### src/rtl/shreg_seq_ctrl_if.sv
// +--------------------------------------------------------------------------+
// | shreg_seq_ctrl_if : word ports and register-chain signals for the         |
// |                     shift-register sequencer.          Rev 1.0            |
// +--------------------------------------------------------------------------+
`default_nettype none

interface shreg_seq_ctrl_if #(
  parameter int WIDTH = 8
);
  localparam int CW = $clog2(WIDTH + 1);

  logic [WIDTH-1:0] in_data;
  logic             in_valid;
  logic             in_ready;
  logic             sr_d;
  logic             sr_en;
  logic [WIDTH-1:0] sr_q;
  logic             abort;
  logic [WIDTH-1:0] out_data;
  logic             out_valid;
  logic             out_ready;
  logic             busy;
  logic [CW-1:0]    bit_cnt;

  // Environment side: producer, consumer and the register chain.
  modport master (
    output in_data, in_valid, sr_q, abort, out_ready,
    input  in_ready, sr_d, sr_en, out_data, out_valid, busy, bit_cnt
  );

  // Sequencer side.
  modport slave (
    input  in_data, in_valid, sr_q, abort, out_ready,
    output in_ready, sr_d, sr_en, out_data, out_valid, busy, bit_cnt
  );
endinterface

`default_nettype wire

### src/rtl/shreg_seq_ctrl.sv
// +--------------------------------------------------------------------------+
// | shreg_seq_ctrl : serialises a word into a SIPO shift register, waits a    |
// |                  settle window and returns the captured taps. Rev 1.0     |
// +--------------------------------------------------------------------------+
`default_nettype none

module shreg_seq_ctrl #(
  parameter int WIDTH      = 8,
  parameter bit LSB_FIRST  = 1'b1,
  parameter int SETTLE_CYC = 2
) (
  input  logic           clk,
  input  logic           rst_n,
  shreg_seq_ctrl_if.slave bus
);

  localparam int CW = $clog2(WIDTH + 1);
  localparam int SW = (SETTLE_CYC > 1) ? $clog2(SETTLE_CYC) : 1;

  localparam logic [1:0] S_IDLE   = 2'd0;
  localparam logic [1:0] S_SHIFT  = 2'd1;
  localparam logic [1:0] S_SETTLE = 2'd2;
  localparam logic [1:0] S_HOLD   = 2'd3;

  localparam logic [CW-1:0] CNT_LAST = CW'(WIDTH - 1);
  localparam logic [CW-1:0] CNT_FULL = CW'(WIDTH);
  localparam logic [SW-1:0] SET_LAST = SW'(SETTLE_CYC - 1);

  logic [1:0]       state_q, state_d;
  logic [WIDTH-1:0] tx_q, tx_d;
  logic [CW-1:0]    bit_cnt_q, bit_cnt_d;
  logic [SW-1:0]    set_cnt_q, set_cnt_d;
  logic             sr_en_q, sr_en_d;
  logic [WIDTH-1:0] out_data_q, out_data_d;

  logic [WIDTH-1:0] tx_shift;
  logic [WIDTH-1:0] taps_cap;
  logic             sr_bit;

  // tx shifts toward the serial port, filling with zeros, so it is all-zero
  // outside SHIFT and its edge bit can drive sr_d straight from a flop.
  if (LSB_FIRST) begin : g_lsb
    assign tx_shift = tx_q >> 1;
    assign sr_bit   = tx_q[0];
    for (genvar i = 0; i < WIDTH; i++) begin : g_rev
      assign taps_cap[i] = bus.sr_q[WIDTH-1-i];
    end
  end else begin : g_msb
    assign tx_shift = tx_q << 1;
    assign sr_bit   = tx_q[WIDTH-1];
    assign taps_cap = bus.sr_q;
  end

  always_ff @(posedge clk or negedge rst_n) begin
    if (!rst_n) begin
      state_q    <= S_IDLE;
      tx_q       <= '0;
      bit_cnt_q  <= '0;
      set_cnt_q  <= '0;
      sr_en_q    <= 1'b0;
      out_data_q <= '0;
    end else begin
      state_q    <= state_d;
      tx_q       <= tx_d;
      bit_cnt_q  <= bit_cnt_d;
      set_cnt_q  <= set_cnt_d;
      sr_en_q    <= sr_en_d;
      out_data_q <= out_data_d;
    end
  end

  always_comb begin
    state_d = state_q;
    case (state_q)
      S_IDLE:   if (bus.in_valid) state_d = S_SHIFT;
      S_SHIFT:  if (bus.abort) state_d = S_IDLE;
                else if (bit_cnt_q == CNT_LAST) state_d = S_SETTLE;
      S_SETTLE: if (bus.abort) state_d = S_IDLE;
                else if (set_cnt_q == SET_LAST) state_d = S_HOLD;
      S_HOLD:   if (bus.out_ready) state_d = S_IDLE;
      default:  state_d = S_IDLE;
    endcase
  end

  always_comb begin
    tx_d       = tx_q;
    bit_cnt_d  = bit_cnt_q;
    set_cnt_d  = set_cnt_q;
    sr_en_d    = 1'b0;
    out_data_d = out_data_q;
    case (state_q)
      S_IDLE: begin
        bit_cnt_d = '0;
        set_cnt_d = '0;
        if (bus.in_valid) begin
          tx_d    = bus.in_data;
          sr_en_d = 1'b1;
        end
      end
      S_SHIFT: begin
        if (bus.abort) begin
          tx_d      = '0;
          bit_cnt_d = '0;
        end else begin
          tx_d      = tx_shift;
          bit_cnt_d = bit_cnt_q + 1'b1;
          sr_en_d   = (bit_cnt_q != CNT_LAST);
        end
      end
      S_SETTLE: begin
        if (bus.abort) begin
          bit_cnt_d = '0;
          set_cnt_d = '0;
        end else if (set_cnt_q == SET_LAST) begin
          set_cnt_d  = '0;
          out_data_d = taps_cap;
        end else begin
          set_cnt_d = set_cnt_q + 1'b1;
        end
      end
      S_HOLD: begin
        if (bus.out_ready) bit_cnt_d = '0;
      end
      default: begin
        tx_d      = '0;
        bit_cnt_d = '0;
      end
    endcase
  end

  assign bus.in_ready  = (state_q == S_IDLE);
  assign bus.busy      = (state_q != S_IDLE);
  assign bus.out_valid = (state_q == S_HOLD);
  assign bus.sr_en     = sr_en_q;
  assign bus.sr_d      = sr_bit;
  assign bus.out_data  = out_data_q;
  assign bus.bit_cnt   = (bit_cnt_q > CNT_FULL) ? CNT_FULL : bit_cnt_q;

endmodule

`default_nettype wire

### src/flat_wrapper.sv
// flat-port wrapper written by rule: the top's interface ports become plain ports
module shreg_seq_ctrl_flat 
#(
  parameter int WIDTH      = 8,
  parameter bit LSB_FIRST  = 1'b1,
  parameter int SETTLE_CYC = 2
)
  (clk, rst_n, bus_in_data, bus_in_valid, bus_sr_q, bus_abort, bus_out_ready, bus_in_ready, bus_sr_d, bus_sr_en, bus_out_data, bus_out_valid, bus_busy, bus_bit_cnt);
  shreg_seq_ctrl_if #(.WIDTH(WIDTH)) bus_i ();
  input  logic clk;
  input  logic rst_n;
  input wire logic [$bits(bus_i.in_data)-1:0] bus_in_data;
  input wire logic [$bits(bus_i.in_valid)-1:0] bus_in_valid;
  input wire logic [$bits(bus_i.sr_q)-1:0] bus_sr_q;
  input wire logic [$bits(bus_i.abort)-1:0] bus_abort;
  input wire logic [$bits(bus_i.out_ready)-1:0] bus_out_ready;
  output wire logic [$bits(bus_i.in_ready)-1:0] bus_in_ready;
  output wire logic [$bits(bus_i.sr_d)-1:0] bus_sr_d;
  output wire logic [$bits(bus_i.sr_en)-1:0] bus_sr_en;
  output wire logic [$bits(bus_i.out_data)-1:0] bus_out_data;
  output wire logic [$bits(bus_i.out_valid)-1:0] bus_out_valid;
  output wire logic [$bits(bus_i.busy)-1:0] bus_busy;
  output wire logic [$bits(bus_i.bit_cnt)-1:0] bus_bit_cnt;
  assign bus_i.in_data = bus_in_data;
  assign bus_i.in_valid = bus_in_valid;
  assign bus_i.sr_q = bus_sr_q;
  assign bus_i.abort = bus_abort;
  assign bus_i.out_ready = bus_out_ready;
  assign bus_in_ready = bus_i.in_ready;
  assign bus_sr_d = bus_i.sr_d;
  assign bus_sr_en = bus_i.sr_en;
  assign bus_out_data = bus_i.out_data;
  assign bus_out_valid = bus_i.out_valid;
  assign bus_busy = bus_i.busy;
  assign bus_bit_cnt = bus_i.bit_cnt;
  shreg_seq_ctrl #(.WIDTH(WIDTH), .LSB_FIRST(LSB_FIRST), .SETTLE_CYC(SETTLE_CYC)) u_core (.clk(clk), .rst_n(rst_n), .bus(bus_i));
endmodule
### config.mk
export PLATFORM = sky130hd
export DESIGN_NAME = shreg_seq_ctrl_flat
export DESIGN_NICKNAME = d
export VERILOG_FILES = /design/src/rtl/shreg_seq_ctrl_if.sv /design/src/rtl/shreg_seq_ctrl.sv /design/src/flat_wrapper.sv
export SDC_FILE = /design/constraint.sdc
export NUM_CORES = 1
export LEC_CHECK = 0
export ABC_AREA = 1
export CELL_PAD_IN_SITES_DETAIL_PLACEMENT = 1
export CELL_PAD_IN_SITES_GLOBAL_PLACEMENT = 2
export CORE_MARGIN = 2
export CORE_UTILIZATION = 24
export CTS_BUF_LIST = sky130_fd_sc_hd__clkbuf_4
export CTS_CLUSTER_DIAMETER = 30
export DETAILED_ROUTE_END_ITERATION = 12
export GPL_TIMING_DRIVEN = 0
export PLACE_DENSITY_LB_ADDON = 0.15
export SLEW_MARGIN = 20
export SYNTH_ARGS = -nofsm -noshare
export SYNTH_HDL_FRONTEND = slang
export SYNTH_SLANG_ARGS = --single-unit
### constraint.sdc
create_clock -name clk -period 1.1 [get_ports clk]
set_input_delay 0.22 -clock clk [delete_from_list [all_inputs] [get_ports clk]]
set_output_delay 0.22 -clock clk [all_outputs]
set_load 0.01 [all_outputs]
Word-level counts from Yosys, hierarchy flattened
Index checks and enable logic that the tools add are counted.
Cells by class
  magnitude comparators: 1
  bitwise logic cells: 1
  equality and inequality tests: 10
  add/subtract/negate cells: 2
  mux-type cells: 21
  reduce and logical (&&, ||, !) cells: 8
Operators with widths (count)
  $mux 4: 4
  $pmux 4 s4: 1
  $pmux 8 s2: 1
  $mux 2: 6
  $mux 8: 1
  $pmux 2 s4: 1
  $mux 7: 1
  $ne 2x2->1 const B: 3
  $ne 3x2->1 const B: 2
  $reduce_bool 2->1: 3
  $add 4x1->4 const B: 1
  $eq 2x2->1 const B: 2
  $eq 4x3->1 const B: 1
  $gt 4x4->1 const B: 1
  $mux 1: 4
  $ne 4x3->1 const B: 1
  $pmux 1 s2: 2
  $reduce_and 2->1: 2
  $reduce_and 4->1: 1
  $reduce_and 3->1: 1
  $eq 2x1->1 const B: 1
  $logic_not 2->1: 1
  $add 1x1->1 const B: 1
  $not 1->1: 1
Word-level totals
  bits in registers: 24
  input port bits: 21
  word-level logic and storage cells: 49
  output and inout port bits: 17

Depth between registers and ports, before layout
  depth after elaboration: 4
  depth in mapped cells: 8

Least setup slack after synthesis
Ideal clock, no wire load.
  kind: reg2reg
  from: register u_core.state_q[1]
  to: register u_core.state_q[0]
  slack: -0.067 ns
  data arrival time: 1.102 ns
  library setup time: 0.065 ns
  required time: 1.035 ns
  path buffers: 0
  stages on the path, launching flop included: 6
  clock period less this slack: 1.167 ns
  cell sequence: dfrtp_1 nor2_1 inv_1 nand2_1 nand3_1 nand2_1
On the way
  longest elaborated chain between the ends: 3
RTL lines
  from (decl): line shreg_seq_ctrl.sv:29  | logic [1:0] state_q, state_d;
  from (signal assigned): line shreg_seq_ctrl.sv:63  | state_q <= state_d;
  $logic_not 2->1 *
  net bus_in_ready: line flat_wrapper.sv:17  | output wire logic [$bits(bus_i.in_ready)-1:0] bus_in_ready;
  $ne 2x2->1 (no line)
  $reduce_and 4->1 (no line)
Mark *: on every way through the listed nets, which the timed path passes. The rest lies on a longest branch.
A chain may end at the register's enable or synchronous reset.

Worst setup path in the final report
  from: register u_core.bit_cnt_q[1]
  to: output port bus_bit_cnt[1]
On the way
  longest elaborated chain between the ends: 2
RTL lines
  from (decl): line shreg_seq_ctrl.sv:31  | logic [CW-1:0] bit_cnt_q, bit_cnt_d;
  from (signal assigned): line shreg_seq_ctrl.sv:65  | bit_cnt_q <= bit_cnt_d;
  $gt 4x4->1: line shreg_seq_ctrl.sv:137  | assign bus.bit_cnt = (bit_cnt_q > CNT_FULL) ? CNT_FULL : bit_cnt_q;
  $mux 4 *: line shreg_seq_ctrl.sv:137
  to (decl): line flat_wrapper.sv:23  | output wire logic [$bits(bus_i.bit_cnt)-1:0] bus_bit_cnt;
Mark *: on every way between the ends. The rest lies on a longest branch, timed or not.

==> metrics.md <==
| Metric | Value |
|---|---|
| Synthesized area per cell | `approximately 7.8 um^2` |
| # port buffers | `37` |
| Layout cell share with drive strength beyond 1 | `between 50 and 60%` |
| Endpoint type of the worst setup path | `output pin` |
| H-Tree Depth | `1` |
| Worst setup path class | `flop to output pin` |
| Total CTS buffers | `3` |
| Most frequent cells in the layout | `nand2_1 (51), buf_4 (26), buf_6 (23), dfrtp_1 (22), clkdlybuf4s50_1 (19)` |
| Initial antenna violation count | `0` |
| HP Class | `primary input to async pin` |
| Final hold violation count | `0` |
| Floorplan die height | `between 70 and 80 um` |
| Final worst slack | `-0.389 ns` |
| Clk pin slew, worst setup/hold paths | `0.15 ns` |
| Slew of the pin with the lowest slew margin | `0.580 ns` |
| Core Area | `slightly above 5000 um^2` |
| Number of placement rows | `26` |
| Commonest non-fill, non-tap cell in the layout | `nand2_1` |
| YS warnings | `0` |
| Crit start category | `flop` |
| Io pins | `38` |
| Synth Area in Adders | `2.03%` |
| Syn Nets | `between 150 and 200` |
| CTS Buffer Depth | `2` |
| Worst Skew | `around 0.0015 ns` |
| GRT Total Usage | `between 10% and 20%` |
| Max transition margin | `approximately three fifths` |
| Die Width | `75.7 um` |
| RSZ-0062 raised after global routing | `true` |
| Post-Synth XOR/XNOR Area | `0%` |
| Post-Layout Cell Count | `between 300 and 400` |
| Max FO, Critical Path | `2` |
| Post-route cell area | `around 2300 um^2` |
| Cell area after placement | `approximately 1700 um^2` |
| Mapped cell area | `around 1200 um^2` |
| VDD IR max | `975 uV` |
| Final ANT Viol Nets | `0` |
| Gpl congestion | `about 0.75` |
| Hold WS | `between 0.4 and 0.5 ns` |
| Routed WL | `4310 um` |
| Post-synthesis compound-gate area fraction | `under 10%` |
| Worst EP required | `0.88 ns` |
| Nets | `roughly 270` |
| Tcrit/Tclk final | `135%` |
| First-pass DRT Iterations | `5` |
| Clock Sinks | `24` |
| Starting Density | `about a quarter` |
| #FFs+latches synth | `24` |
| DR vias | `~1300` |
| Worst-Skew Late Latency | `0.32 ns` |
| First-pass GRT wire length | `roughly 6700 um` |
| Max_cap viols | `0` |
| Vias in the first global route | `roughly 1400` |
| Die area | `roughly 5700 um^2` |
| Ant diodes | `0` |
| Cell variety after synth | `22` |
| Pins Over Slew Limit | `0` |
| Wire length per cell | `around 14 um` |
| Post-DR vias/cell | `4.28` |
| Violations in the final reports | `negative setup slack` |
| Global route total overflow | `0` |
| Simple-gate portion of the synthesized area | `about 35%` |
| Layout Utilization | `around 46%` |
| Total negative slack | `-7.51 ns` |
| Status | `finished with violations` |
| Detailed Place HPWL | `between 2000 and 3000 um` |
| Mux contribution to synthesized area | `0%` |
| Critical Path AT | `between 1 and 1.5 ns` |
| Final Critical Period | `between 1 and 1.5 ns` |
| Cells after Synth | `roughly 160` |
| Post-Place Cells | `between 200 and 300` |
| Initial drt markers | `37` |
| CTS tree | `yes` |
| FF-to-FF setup slack | `-0.27 ns` |
| DRC viols | `0` |
| Endpoints failing setup | `32` |
| P_leak | `1.16 nW` |
| Largest family of logic cells by synthesized area | `simple AND/OR/NAND/NOR gates` |
| Root Driver | `clkbuf_4` |
| Largest net degree at the start of global routing | `25` |
| Seq/Total Area, Yosys | `48.7%` |
| Maximum clock frequency | `0.671 GHz` |
| Power per cell area | `between 2000 and 2500 nW/um^2` |
| Area delta synth->final | `87.3%` |
==> critical path, cell delays in order (launching register included) <==
cell and delay (ns):
dfrtp_1 0.41, inv_2 0.07, ha_4 0.16, a21oi_4 0.13, nor2_1 0.05, buf_2 0.13
==> path summary, 6_finish.rpt <==
check / from / cells after the start / endpoint
hold / removal: rst_n / 2 / u_core.bus.sr_en
setup reg to reg: u_core.state_q[1] / 9 / u_core.state_q[1]
max in group asynchronous: rst_n / 2 / u_core.state_q[1]
min in group clk: bus_in_data[7] / 3 / u_core.tx_q[7]
setup / recovery: u_core.bit_cnt_q[1] / 5 / bus_bit_cnt[1]
hold reg to reg: u_core.tx_q[4] / 2 / u_core.tx_q[4]
==> layer usage <==
metal	vias to the layer above	track usage [%]	wire length, um
met1	646	19.1	1830
met4	0	4.48	46
met5	-	0	0
met2	19	27.2	2330
li1	671	-	-
met3	5	2.25	92
==> sequential cells by signal, indices dropped and copies added (netlist names) <==
| register | count |
|---|---|
| u_core.bus.out_data | 8 |
| u_core.tx_q | 8 |
| u_core.bit_cnt_q | 4 |
| u_core.state_q | 2 |
| u_core.bus.sr_en | 1 |
| u_core.set_cnt_q | 1 |
==> power by group <==
part | switching (mW) | total (mW) | internal, mW
sequential | 0.206 | 1.44 | 1.23
combinational | 1.64 | 3.34 | 1.70
clock | 0.298 | 0.666 | 0.368
total | 2.14 | 5.44 | 3.30
==> kinds of logic after synthesis <==
| kind of cell | count (synthesis) |
|---|---|
| compound gates | 15 |
| fa+ha+maj | 2 |
| buf+inv | 19 |
| flops | 24 |
| simple gates | 99 |
==> final cells by class <==
class,instances,area [um^2]
fillers,611,2730
multi-input cells,116,756
repair buffers,80,703
flip-flops and latches,24,603
well taps,70,87.6
inverters,15,68.8
plain buffers,3,33.8
clock inverters,1,30.0
clock buffers,3,22.5
repair inverters,1,6.26
==> Yosys cell counts, drive strengths merged <==
master | instances | share of area (%)
o21ai | 12 | 4.9
clkbuf | 1 | 0.30
nor2 | 8 | 4.0
nand4 | 3 | 1.5
or2 | 1 | 0.51
o22ai | 1 | 0.51
dfrtp | 24 | 49
inv | 15 | 4.6
nand3 | 13 | 5.3
nand2 | 74 | 24
buf | 3 | 1.9
a21oi | 2 | 1.7
ha | 2 | 2.0
==> stage by stage <==
step,setup WS [ns],power (mW)
global route,-0.468,5.83
finish,-0.389,5.44
floorplan,-0.0462,2.50
global placement,-0.641,3.33
detailed placement,-0.554,3.40
CTS,-0.402,4.94
==> what timing repair did <==
item | CTS | global route
gates resized for setup | 121 | 38
hold buffers | 1 | 0
pin swaps | 20 | 21
endpoints found under the setup margin | 40 | 41
setup buffers | 32 | 11
cloned | 1 | 0
endpoints found under the hold margin | 24 | 0
Power figures use the tool's default switching activity.
